[src/rtl/s_reg_seq.sv]
// s_reg_seq: handshake-loaded serial shift register sequencer with programmable bit period.
// Shifts MSB-first, capturing sin or rotating, then presents the final word on rx_data.
module s_reg_seq #(
    parameter int WIDTH = 8,
    parameter int DIV   = 4
) (
    input  logic             clk,
    input  logic             rst,
    input  logic             tx_valid,
    output logic             tx_ready,
    input  logic [WIDTH-1:0] tx_data,
    input  logic             mode,
    input  logic             abort,
    input  logic             sin,
    output logic             sout,
    output logic             shift_en,
    output logic             busy,
    output logic             rx_valid,
    output logic [WIDTH-1:0] rx_data
);
    localparam int BW = $clog2(WIDTH);
    localparam int DW = DIV > 1 ? $clog2(DIV) : 1;

    typedef enum logic [1:0] {IDLE, SHIFT, DONE} state_t;

    state_t           state_q, state_d;
    logic [WIDTH-1:0] sreg_q, sreg_d, rx_data_q, rx_data_d, shifted;
    logic [BW-1:0]    bit_cnt_q, bit_cnt_d;
    logic [DW-1:0]    div_cnt_q, div_cnt_d;
    logic             mode_q, mode_d, wrap, tick;

    assign wrap    = div_cnt_q == DW'(DIV - 1);
    // abort beats a coinciding shift edge, so it also suppresses shift_en
    assign tick    = state_q == SHIFT && wrap && !abort;
    assign shifted = {sreg_q[WIDTH-2:0], mode_q ? sreg_q[WIDTH-1] : sin};

    always_comb begin
        state_d   = state_q;
        sreg_d    = sreg_q;
        rx_data_d = rx_data_q;
        bit_cnt_d = bit_cnt_q;
        div_cnt_d = div_cnt_q;
        mode_d    = mode_q;
        case (state_q)
            IDLE: if (tx_valid) begin
                state_d   = SHIFT;
                sreg_d    = tx_data;
                mode_d    = mode;
                bit_cnt_d = '0;
                div_cnt_d = '0;
            end
            SHIFT: if (abort) begin
                state_d = IDLE;
            end else begin
                div_cnt_d = wrap ? '0 : div_cnt_q + 1'b1;
                if (tick) begin
                    sreg_d    = shifted;
                    bit_cnt_d = bit_cnt_q + 1'b1;
                    if (bit_cnt_q == BW'(WIDTH - 1)) begin
                        state_d   = DONE;
                        rx_data_d = shifted;
                    end
                end
            end
            default: state_d = IDLE;
        endcase
    end

    always_ff @(posedge clk or posedge rst) begin
        if (rst) begin
            state_q   <= IDLE;
            sreg_q    <= '0;
            rx_data_q <= '0;
            bit_cnt_q <= '0;
            div_cnt_q <= '0;
            mode_q    <= 1'b0;
        end else begin
            state_q   <= state_d;
            sreg_q    <= sreg_d;
            rx_data_q <= rx_data_d;
            bit_cnt_q <= bit_cnt_d;
            div_cnt_q <= div_cnt_d;
            mode_q    <= mode_d;
        end
    end

    assign tx_ready = state_q == IDLE;
    assign busy     = state_q != IDLE;
    assign rx_valid = state_q == DONE;
    assign shift_en = tick;
    assign sout     = sreg_q[WIDTH-1];
    assign rx_data  = rx_data_q;
endmodule

[config.mk]
export PLATFORM = sky130hd
export DESIGN_NAME = s_reg_seq
export DESIGN_NICKNAME = d
export VERILOG_FILES = /design/src/rtl/s_reg_seq.sv
export SDC_FILE = /design/constraint.sdc
export NUM_CORES = 1
export LEC_CHECK = 0
export CAP_MARGIN = 0
export CORE_MARGIN = 2
export CORE_UTILIZATION = 55
export CTS_BUF_LIST = sky130_fd_sc_hd__clkbuf_4 sky130_fd_sc_hd__clkbuf_8
export CTS_CLUSTER_DIAMETER = 200
export DETAILED_ROUTE_END_ITERATION = 6
export PLACE_DENSITY = 0.95
export SYNTH_ARGS = -nofsm -noshare
export SYNTH_HDL_FRONTEND = slang
export SYNTH_SLANG_ARGS = --single-unit
[constraint.sdc]
create_clock -name clk -period 4.2 [get_ports clk]
set_input_delay 0.42 -clock clk [delete_from_list [all_inputs] [get_ports clk]]
set_output_delay 0.42 -clock clk [all_outputs]
set_load 0.005 [all_outputs]
==> Implementation_results.wiki <==
{| class="wikitable"
! Metric !! Value
|-
| Global routing usage summed across all routing layers || 20.3%
|-
| Pre-CTS worst setup slack || 1.58 ns
|-
| Routed vias || 755
|-
| Outcome || finished clean
|-
| Commonest non-fill, non-tap cell in the layout || clkdlybuf4s50_1
|-
| Number of max-slew violations in the final report || 0
|-
| Slowest stage delay, CP || 0.53 ns
|-
| Vias per inst || 5.43
|-
| Setup Buffers After CTS || 0
|-
| GR Overflow Total || 0
|-
| Number of library cell types mapped by synthesis || 18
|-
| Cell repeated most along the worst path || clkdlybuf4s50_1
|-
| Unrepaired setup endpoints after global routing || no
|-
| Critical-path top delay cell || clkdlybuf4s50_1
|-
| Total I/O pin count || 27
|-
| Cells after synthesis || 85
|-
| Type of origin of the critical path || input port
|-
| Slack of the worst reg-to-reg path || 2.03 ns
|-
| Detailed router's first-iteration violation count || 9
|-
| Number of global-route vias before repair || approximately 800
|-
| Global-route wire length before repair || 3700 µm
|-
| Final Cycle Share || 56.0%
|-
| Die span in x || 50.4 µm
|-
| Clock edge transition at the registers on the reported setup and hold paths || 0.13 ns
|-
| TritonCTS clock tree || built
|-
| Power per standard cell area || 461 nW/µm²
|-
| Worst R2R Path Depth || 4
|-
| Pin slew with the least headroom to its limit || 1.11 ns
|-
| CP endpoint kind || output port
|-
| Clk root buf || clkbuf_4
|-
| H-Tree Depth || 1
|-
| Hold Violations, Final || 0
|-
| Internal power of the cells || 0.512 mW
|-
| Number of cells on the worst hold path || 1
|-
| Routability congestion estimate from global placement || 0.732
|-
| Switch Pwr || 0.181 mW
|-
| Number of antenna violations at the first check in global routing || 0
|-
| Worst Path Required || 3.78 ns
|-
| Time the worst path needs with I/O delays and setup || 2.35 ns
|-
| Part of the power in registers || about half
|-
| Fraction of layout cells with a size suffix above 1 || ~31%
|-
| Number of hold buffers added after CTS || 0
|-
| Net switching share of the total power || 26.1%
|-
| Insertion delay to the later sink of the worst-skew pair || around 0.32 ns
|-
| Critical path type || input port to output port
|-
| Final antenna diode count || 0
|-
| Post-cts resize count || 0
|-
| Family with the most delay on the worst path || buffers and inverters
|-
| Post-synthesis net count || between 100 and 150
|-
| Synth warnings || 0
|-
| Initial Utilization || 59.1%
|-
| Row count || 16
|-
| Commonest cells after routing, fill and taps aside || clkdlybuf4s50_1 (26), dfrtp_1 (24), mux2_2 (21)
|-
| Post-detailed-route count of antenna-violating nets || 0
|-
| Pin count of the biggest net entering global routing || 25
|-
| Synth Register Bits || 24
|-
| Setup violation total in the final timing report || 0
|-
| Worst path bufs/invs || 2
|-
| Finished Core Util || 75.1%
|-
| Residual DRC count || 0
|-
| Cell area after layout || 1500 µm²
|-
| Final Net Count || 130
|-
| Post-route clock skew || roughly 0.01 ns
|-
| Number of inserted filler cells in the final layout || between 100 and 150
|-
| HP Class || flop to flop
|-
| Logic depth of the worst path, buffers included || 4
|-
| Highest attainable clock frequency || 0.425 GHz
|-
| Floorplan core area || 2000 µm²
|-
| Number of buffers on the longest clock path || 2
|-
| Part of the Yosys area used for sequential elements || 50.7%
|-
| Worst path cell trace || clkdlybuf4s50_1 -> nand3b_1 -> nor3b_1 -> clkdlybuf4s50_1
|-
| Detail Placement HPWL || 1530 µm
|-
| Max-cap violations || 0
|-
| Die outline area || 2540 µm²
|-
| Worst setup slack after layout || 1.85 ns
|-
| Sum of negative setup slack || 0 ns
|-
| CP arrival || 1.93 ns
|-
| Chip Height || slightly above 50 µm
|-
| Worst Path Max Fanout || 6
|-
| Synth-to-Final Area Change || 27.1%
|-
| Number of search-and-repair iterations in the first detailed-routing pass || 4
|-
| Total Routed Length || between 2000 and 2500 µm
|-
| Area post-placement || between 1000 and 1500 µm²
|-
| Remaining max-slew budget at the tightest pin || 25.9%
|-
| Post-synthesis average cell area || ~14 µm²
|-
| Gate power share || 27.7%
|-
| Clk pwr share || roughly a quarter
|-
| I/O Buffers || 26
|-
| Mean routed wirelength per cell || 15.3 µm
|-
| Number of buffers created by CTS || 3
|-
| Worst hold margin || 0.520 ns
|-
| Reported leakage power || 0.695 nW
|-
| Sink Count || 24
|-
| Max IR drop VDD || 0.000328 V
|-
| Synthesized cell area || 1180 µm²
|}
-- sequential cells by signal, summed over array words and instances, names as in the netlist --
register   flops
bit_cnt_q      3
state_q        2
rx_data        8
mode_q         1
div_cnt_q      2
sreg_q         8
-- cell usage after synthesis --
cell type,instances,area (µm²)
nand2_1,2,7.51
nor3b_1,1,7.51
nand3b_1,2,15.0
nor2_1,6,22.5
mux2_4,8,120
buf_4,2,15.0
a21oi_1,2,10.0
nand2b_1,1,6.26
nor3_4,1,16.3
o21bai_1,1,7.51
nor2b_1,1,6.26
ha_1,3,37.5
nand2b_4,1,13.8
mux2_2,21,236
buf_6,1,11.3
inv_1,4,15.0
dfrtp_1,24,601
a22o_1,4,35.0
-- logic make-up (layout without fill, tap and decap cells) --
family / count (synthesis) / after routing / share of synthesized area, %
and+or+nand+nor: 15 / 15 / 8.03
buffers and inverters: 7 / 34 / 3.49
muxes: 29 / 29 / 30.1
adders and majority gates: 3 / 3 / 3.17
DFF: 24 / 24 / 50.7
AOI/OAI and AO/OA: 7 / 7 / 4.44
-- area by class of cell --
type	count	area [µm²]	share of cell area, %
Sequential cell	24	601	39.9
Multi-Input combinational cell	54	542	36.0
Timing Repair Buffer	26	260	17.3
Tap cell	27	33.8	2.25
Clock inverter	1	30.0	2.00
Clock buffer	3	22.5	1.50
Inverter	4	15.0	0.998
-- routing by layer --
layer / track usage [%] / share of wire [%] / vias up
li1: - / - / 354
met2: 36.0 / 53 / 21
met3: 3.87 / 4.3 / 5
met4: 9.46 / 2.0 / 0
met5: 0 / 0 / -
met1: 23.5 / 40 / 375
-- final timing paths --
path	endpoint	from
worst min-delay path	rx_data[4]$_DFFE_PP0P_	rx_data[4]$_DFFE_PP0P_
worst min register to register	rx_data[4]$_DFFE_PP0P_	rx_data[4]$_DFFE_PP0P_
worst max register to register	sreg_q[1]$_DFFE_PP0P_	div_cnt_q[0]$_DFFE_PP0P_
min in group asynchronous	sreg_q[4]$_DFFE_PP0P_	rst
max in group asynchronous	bit_cnt_q[0]$_DFFE_PP0P_	rst
worst max-delay path	shift_en	abort
-- per-stage QoR --
step / power (mW) / instances
5_1_grt: 0.732 / 139
6_report: 0.693 / 139
3_3_place_gp: 0.519 / 135
4_1_cts: 0.700 / 139
2_1_floorplan: 0.473 / 85
3_5_place_dp: 0.532 / 135
-- power groups by stage --
stage / Sequential (mW) / Clock, mW / Combinational (mW)
floorplan: 0.322 / 0 / 0.151
global placement: 0.336 / 0 / 0.183
detailed placement: 0.340 / 0 / 0.192
CTS: 0.336 / 0.170 / 0.194
global route: 0.345 / 0.177 / 0.211
finish: 0.336 / 0.165 / 0.192
No activity file was read; power rests on OpenSTA's default activity.
